===== src/rtl/instr_fetch_decode.sv =====
// Fetch/decode front end: walks the program counter through instruction memory,
// assembles one- and two-word instructions, resolves conditional jumps locally
// from the datapath zero flag and hands everything else to the datapath over a
// valid/ready handshake. Stops on OVER, an illegal opcode or an out-of-range address.
module instr_fetch_decode #(
  parameter int ADDR_W     = 16,
  parameter int IMEM_DEPTH = 512,
  parameter int START_ADDR = 0
) (
  input  logic              clk,
  input  logic              rst_n,
  input  logic              start,
  output logic [ADDR_W-1:0] iram_addr,
  input  logic [15:0]       iram_word,
  input  logic              zero_flag,
  output logic              instr_valid,
  input  logic              instr_ready,
  output logic [5:0]        op,
  output logic [2:0]        a_sel,
  output logic [2:0]        b_sel,
  output logic [3:0]        c_sel,
  output logic [15:0]       imm,
  output logic              halted,
  output logic              err
);

  localparam logic [5:0] OP_C2R    = 6'd10;
  localparam logic [5:0] OP_JUMPZ  = 6'd14;
  localparam logic [5:0] OP_NJUMPZ = 6'd15;
  localparam logic [5:0] OP_OVER   = 6'd16;

  // Range checks are done 32 bits wide so a depth equal to 2**ADDR_W still works.
  localparam logic [31:0]       DEPTH    = 32'(IMEM_DEPTH);
  localparam logic [ADDR_W-1:0] START_PC = ADDR_W'(START_ADDR);

  typedef enum logic [2:0] {
    S_IDLE,
    S_FETCH,
    S_FETCH_EXT,
    S_JUMP,
    S_ISSUE,
    S_HALT
  } state_t;

  state_t            state_q, state_d;
  logic [ADDR_W-1:0] pc_q, pc_d;
  logic [15:0]       ir_q, ir_d;
  logic [15:0]       ext_q, ext_d;
  logic              halted_q, halted_d;
  logic              err_q, err_d;

  logic [5:0] w_op;
  logic [5:0] ir_op;
  logic       w_legal;
  logic       pc_in_range;
  logic       ext_in_range;
  logic       jump_taken;

  assign w_op         = iram_word[15:10];
  assign ir_op        = ir_q[15:10];
  assign w_legal      = (w_op != 6'd0) && (w_op <= OP_OVER);
  assign pc_in_range  = (32'(pc_q) < DEPTH);
  assign ext_in_range = ({16'h0000, ext_q} < DEPTH);
  // JUMPZ branches on zero, NJUMPZ on non-zero.
  assign jump_taken   = (ir_op == OP_JUMPZ) ? zero_flag : ~zero_flag;

  assign iram_addr   = pc_q;
  assign instr_valid = (state_q == S_ISSUE);
  assign halted      = halted_q;
  assign err         = err_q;

  // Field split of the held instruction; fields that an opcode does not use read as zero.
  always_comb begin
    op    = ir_op;
    a_sel = 3'd0;
    b_sel = 3'd0;
    c_sel = 4'd0;
    imm   = 16'h0000;
    if ((ir_op >= 6'd1) && (ir_op <= 6'd9)) begin
      a_sel = ir_q[9:7];
      b_sel = ir_q[6:4];
      c_sel = ir_q[3:0];
    end else if (ir_op == OP_C2R) begin
      c_sel = ir_q[9:6];
      imm   = ext_q;
    end
  end

  // Next-state logic for the fetch/issue sequencer.
  always_comb begin
    state_d  = state_q;
    pc_d     = pc_q;
    ir_d     = ir_q;
    ext_d    = ext_q;
    halted_d = halted_q;
    err_d    = err_q;
    unique case (state_q)
      S_IDLE: begin
        if (start) begin
          pc_d    = START_PC;
          state_d = S_FETCH;
        end
      end
      S_FETCH: begin
        if (!pc_in_range) begin
          err_d    = 1'b1;
          halted_d = 1'b1;
          state_d  = S_HALT;
        end else begin
          ir_d = iram_word;
          if (!w_legal) begin
            pc_d     = pc_q + ADDR_W'(1);
            err_d    = 1'b1;
            halted_d = 1'b1;
            state_d  = S_HALT;
          end else if (w_op == OP_OVER) begin
            // pc stays on the OVER word so the halt address is visible.
            halted_d = 1'b1;
            state_d  = S_HALT;
          end else begin
            pc_d = pc_q + ADDR_W'(1);
            if ((w_op == OP_C2R) || (w_op == OP_JUMPZ) || (w_op == OP_NJUMPZ)) begin
              state_d = S_FETCH_EXT;
            end else begin
              state_d = S_ISSUE;
            end
          end
        end
      end
      S_FETCH_EXT: begin
        if (!pc_in_range) begin
          err_d    = 1'b1;
          halted_d = 1'b1;
          state_d  = S_HALT;
        end else begin
          ext_d   = iram_word;
          pc_d    = pc_q + ADDR_W'(1);
          state_d = (ir_op == OP_C2R) ? S_ISSUE : S_JUMP;
        end
      end
      S_JUMP: begin
        state_d = S_FETCH;
        if (jump_taken) begin
          if (ext_in_range) begin
            pc_d = ADDR_W'(ext_q);
          end else begin
            err_d    = 1'b1;
            halted_d = 1'b1;
            state_d  = S_HALT;
          end
        end
      end
      S_ISSUE: begin
        if (instr_ready) begin
          state_d = S_FETCH;
        end
      end
      S_HALT: begin
        if (start) begin
          pc_d     = START_PC;
          err_d    = 1'b0;
          halted_d = 1'b0;
          state_d  = S_FETCH;
        end
      end
      default: begin
        state_d = S_IDLE;
      end
    endcase
  end

  // State, program counter and instruction holding registers.
  always_ff @(posedge clk or negedge rst_n) begin
    if (!rst_n) begin
      state_q  <= S_IDLE;
      pc_q     <= START_PC;
      ir_q     <= 16'h0000;
      ext_q    <= 16'h0000;
      halted_q <= 1'b0;
      err_q    <= 1'b0;
    end else begin
      state_q  <= state_d;
      pc_q     <= pc_d;
      ir_q     <= ir_d;
      ext_q    <= ext_d;
      halted_q <= halted_d;
      err_q    <= err_d;
    end
  end

endmodule


===== config.mk =====
export PLATFORM = sky130hd
export DESIGN_NAME = instr_fetch_decode
export DESIGN_NICKNAME = d
export VERILOG_FILES = /design/src/rtl/instr_fetch_decode.sv
export SDC_FILE = /design/constraint.sdc
export NUM_CORES = 1
export LEC_CHECK = 0
export ABC_AREA = 1
export CORE_ASPECT_RATIO = 1.4
export CORE_MARGIN = 8
export CORE_UTILIZATION = 50
export DETAILED_ROUTE_END_ITERATION = 10
export GPL_TIMING_DRIVEN = 0
export PLACE_DENSITY = 0.88
export SLEW_MARGIN = 20
export SYNTH_ARGS = -nofsm -noshare
export SYNTH_HDL_FRONTEND = slang
export SYNTH_SLANG_ARGS = --single-unit

===== constraint.sdc =====
create_clock -name clk -period 1.9 [get_ports clk]
set_clock_uncertainty 0.2 [all_clocks]
set_input_delay 0.19 -clock clk [delete_from_list [all_inputs] [get_ports clk]]
set_output_delay 0.19 -clock clk [all_outputs]
set_load 0.03 [all_outputs]

# Word-level counts from Yosys, hierarchy flattened
# Index checks and enable logic that the tools add are counted.
# totals
regBits	53
latch_bits	0
ram_bits	0
rom_bits	0
in_bits	21
output_inout_bits	51
wordCells	88
memories	0
# classes
addsub	1
mul	0
div_mod_pow	0
n_lt_le_gt_ge	5
eq_ne	23
shift	0
muxes	37
n_bitwise	1
reduce_logical	15
# ops
op	count
two-way mux 16 bit	9
one-hot mux 16 bit (4 select lines)	1
two-way mux 3 bit	12
less-than comparator 16 x 10 -> 1 bit, second input constant	2
equality test 6 x 4 -> 1 bit, second input constant	5
adder 16 x 1 -> 16 bit, second input constant	1
one-hot mux 3 bit (5 select lines)	1
!= test 2 bit, second input constant	7
AND reduction 6 bit	2
two-way mux 1 bit	10
two-way mux 4 bit	2
one-hot mux 1 bit (4 select lines)	2
nonzero test 4 bit	2
AND reduction 7 bit	1
equality test 3 x 2 -> 1 bit, second input constant	2
equality test 3 bit, second input constant	2
equality test 6 x 5 -> 1 bit, second input constant	1
>= comparator 6 x 1 -> 1 bit, second input constant	1
<= comparator 6 x 4 -> 1 bit, second input constant	1
<= comparator 6 x 5 -> 1 bit, second input constant	1
!= test 3 bit, second input constant	2
AND reduction 2 bit	3
nonzero test 6 bit	1
!= test 2 x 1 -> 1 bit, second input constant	2
other kinds (7)	9

# Logic depth before layout (Yosys ltp)
# depth
depth_word	8
mapped_depth	11
depth_no_buf	10

# Least setup slack after synthesis
# Ideal clock, no wire load.
# synth_path
kind	reg-to-output
from	register ir_q[15]
to	output port c_sel[0]
t_arrival_ns	1.524
required_time_ns	1.510
slack_ns	-0.014
stages_incl_launch_ff	7
path_buffers	1
cell_sequence	dfrtp_1 > nor2_1 > nand2_1 > nor2_1 > inv_1 > clkbuf_1 > o22ai_1
# synth_between
elab_chain_cells	3
word_cells_on_any_way	6
classes_between	order compare: 2; eq/ne: 1; mux: 2; reduce/logical: 1
# synth_rtl
element	line	rtl
start, declared	47	logic [15:0] ir_q, ir_d;
start signal, assigned	184	ir_q <= ir_d;
>= comparator 6 x 1 -> 1 bit (tied with other cells)	79	if ((ir_op >= 6'd1) && (ir_op <= 6'd9)) begin
logical AND 1 bit or two-way mux 4 bit (tied branches)	79, 83	
two-way mux 4 bit (*)	79	
end, declared	21	output logic [3:0] c_sel,
# Mark *: on every way between the ends. The rest lies on a longest branch, timed or not.

# Worst setup path in the final report
# layout_path
from	register ir_q[10]
to	output port c_sel[3]
# Same word-level chain as after synthesis.

==> flow_metrics.env <==
export IMPL_place_congestion=0.8799
export IMPL_slew_viol_final=0
export IMPL_vias_per_cell=5.542
export IMPL_max_clock_freq_ghz=0.4698
export IMPL_ant_nets=0
export IMPL_synth_top_family_by_area="simple AND/OR/NAND/NOR gates"
export IMPL_synth_edf_count=0
export IMPL_drtPass1Iterations=7
export IMPL_hold_class="in -> async"
export IMPL_cp_start_kind="flop"
export IMPL_grtUsageTotal=0.1944
export IMPL_worst_setup_path_type="reg -> out"
export IMPL_yosys_area_share_adder=0.004248
export IMPL_cp_max_fo=5
export IMPL_synth_fp_nets=444
export IMPL_worstMarginPinSlew_ns=0.6663
export IMPL_synth_ff_type="dfrtp_1"
export IMPL_grt_pass1_vias=3012
export IMPL_syn_area_um2=2945
export IMPL_cts_root_buf="clkbuf_8"
export IMPL_crit_required_ns=1.51
export IMPL_grt_max_degree=54
export IMPL_drcViolationCount=0
export IMPL_yosys_area_share_xor_xnor=0.005947
export IMPL_core_um2=5781
export IMPL_port_buffers=71
export IMPL_hold_viol=0
export IMPL_dp_cells=563
export IMPL_synth_area_per_cell_um2=6.979
export IMPL_synthSimpleGateAreaFrac=0.3233
export IMPL_chipHeight_um=106.8
export IMPL_overflow=0
export IMPL_initial_core_util=0.5095
export IMPL_layout_drive_gt1_share=0.2321
export IMPL_wirelength_um=9495
export IMPL_yosysWarnings=0
export IMPL_grt_first_pass_wirelength_um=13610
export IMPL_io_pins=72
export IMPL_synth_compound_area_frac=0.09006
export IMPL_vdd_drop_max_v=0.001022
export IMPL_status="complete, but fails checks"
export IMPL_cts_tree="done"
export IMPL_power_leakage_uw=0.002275
export IMPL_rsz0062_at_grt="true"
export IMPL_r2r_setup_slack_ns=0.03
export IMPL_dr_first_iter_drc_count=335
export IMPL_vias=3253
export IMPL_avgRoutedWirePerCell_um=16.18
export IMPL_min_period_over_period=1.120
export IMPL_place_area_um2=3741
export IMPL_fp_dieArea_um2=8637
export IMPL_area_growth_pct=44.69
export IMPL_post_route_min_period_ns=2.129
export IMPL_worstPathArrival_ns=1.74
export IMPL_slew_headroom=0.5558
export IMPL_synth_seq_cells=53
export IMPL_clk_latency_ns=0.31
export IMPL_final_nets=539
export IMPL_fin_ws_ns=-0.2287
export IMPL_setup_viol=26
export IMPL_violations="setup timing"
export IMPL_antenna_found_initial=0
export IMPL_async_flop_share=1.000
export IMPL_cts_clk_slew_worst_paths_ns=0.09
export IMPL_num_rows=33
export IMPL_numCtsBuffers=5
export IMPL_synth_cell_types=25
export IMPL_worst_setup_path_end_kind="output pin"
export IMPL_cts_sinks=53
export IMPL_netlist_instances=422
export IMPL_dp_hpwl_um=6200
export IMPL_fin_cells=587
export IMPL_n_antenna_cell=0
export IMPL_fillCellCount=397
export IMPL_power_density_nw_per_um2=1423
export IMPL_clockBufferDepth=2
export IMPL_drv_cap=0
export IMPL_synthMuxAreaShare=0
export IMPL_ys_seq_area_frac=0.4503
export IMPL_h_tree_depth=2
export IMPL_fin_area_um2=4262
export IMPL_fp_dieW_um=80.87
## report_power, final
part	internal (uW)	switching, uW
registers	1520	286
clock network	290	360
logic	1390	2220
total	3200	2860
## sequential cells by signal, summed over array words and instances (netlist names)
| name | count |
|---|---|
| ext_q | 16 |
| ir_q | 16 |
| iram_addr | 16 |
| state_q | 3 |
| err | 1 |
| halted | 1 |
## cell families (layout without fill, tap and decap cells)
logic type               Yosys count  count (layout)
AND/OR/NAND/NOR                  229             229
buffers and inverters             86             181
flip-flops                        53              53
AO/OA/AOI/OAI                     51              51
XOR/XNOR                           2               2
adder cells (fa/ha/maj)            1               1
## per-layer routing
metal	track usage	vias to the layer above	part of all wire
met5	0	-	0
met4	0.09359	0	0.039
met3	0.02513	42	0.067
met2	0.3611	185	0.54
met1	0.2057	1525	0.35
li1	-	1501	-
## area by class of cell
class	count	area [um2]	area share
Multi-Input combinational cell	283	1460	0.3426
Sequential cell	53	1328	0.3115
Timing Repair Buffer	88	885.9	0.2079
Inverter	68	257.7	0.06048
Buffer	18	156.4	0.03670
Tap cell	70	87.58	0.02055
Clock buffer	7	86.33	0.02026
## cells in the mapped netlist (3+ instances only)
cell type / n / share of area
o21ai_1: 4 / 0.0068
nor2_1: 65 / 0.083
nand3_1: 35 / 0.059
o22ai_1: 6 / 0.013
buf_2: 6 / 0.010
nand2_2: 3 / 0.0064
buf_4: 7 / 0.018
clkbuf_1: 3 / 0.0038
nand2_1: 112 / 0.14
a21oi_1: 12 / 0.020
nor2_2: 3 / 0.0064
dfrtp_1: 53 / 0.45
nand4_1: 6 / 0.013
o21ai_0: 28 / 0.048
inv_2: 3 / 0.0038
inv_1: 65 / 0.083
## critical path: stages (launching register included)
cell,delay (ns)
dfrtp_1,0.42
inv_1,0.10
nand3_1,0.10
nand4_1,0.21
buf_6,0.21
buf_4,0.14
o22ai_2,0.11
buf_6,0.16
## timing repair
action | 4_1_cts | 5_1_grt
pin swaps | 2 | 3
hold endpoints to repair | 53 | 0
endpoints found under the setup margin | 29 | 75
buffers inserted | 5 | 9
gates cloned | 0 | 2
resized for setup | 194 | 76
hold buffers | 1 | 0
## final timing paths
| kind | from | to | cells after the start |
|---|---|---|---|
| max | ir_q[10] | c_sel[3] | 7 |
| min | rst_n | ir_q[10] | 2 |
| max reg2reg | iram_addr[15] | ir_q[12] | 9 |
| min reg2reg | halted | halted | 2 |
| max in group asynchronous | rst_n | ir_q[13] | 2 |
| min in group clk | halted | halted | 2 |
## cells in the final DEF, fill, tap and decap left out, drive strengths merged
master / instances
o22ai: 6
nand3: 37
xor2: 1
nor3: 1
dlygate4sd2: 2
buf: 56
clkbuf: 14
dlygate4sd3: 1
dlymetal6s2s: 6
nand2: 115
nor2: 68
o21bai: 1
nor4: 1
xnor2: 1
dfrtp: 53
o21ai: 32
clkdlybuf4s50: 34
ha: 1
a21oi: 12
or2: 1
nand4: 6
inv: 68
## stage by stage
stage | worst slack, ns | power, uW | hold slack [ns] | TNS (ns) | util
floorplan | -0.01425 | 3631 | -0.3056 | -0.05701 | -
global placement | -1.057 | 4545 | 0.2567 | -69.14 | 0.6476
detailed placement | -0.6364 | 4643 | 0.06150 | -14.85 | 0.6472
CTS | -0.2039 | 5342 | 0.2795 | -2.448 | 0.6801
global route | -0.2449 | 6374 | 0.3115 | -5.616 | 0.7372
finish | -0.2287 | 6066 | 0.2568 | -3.794 | 0.7372
Note: power is estimated with default switching activity, not from simulation.
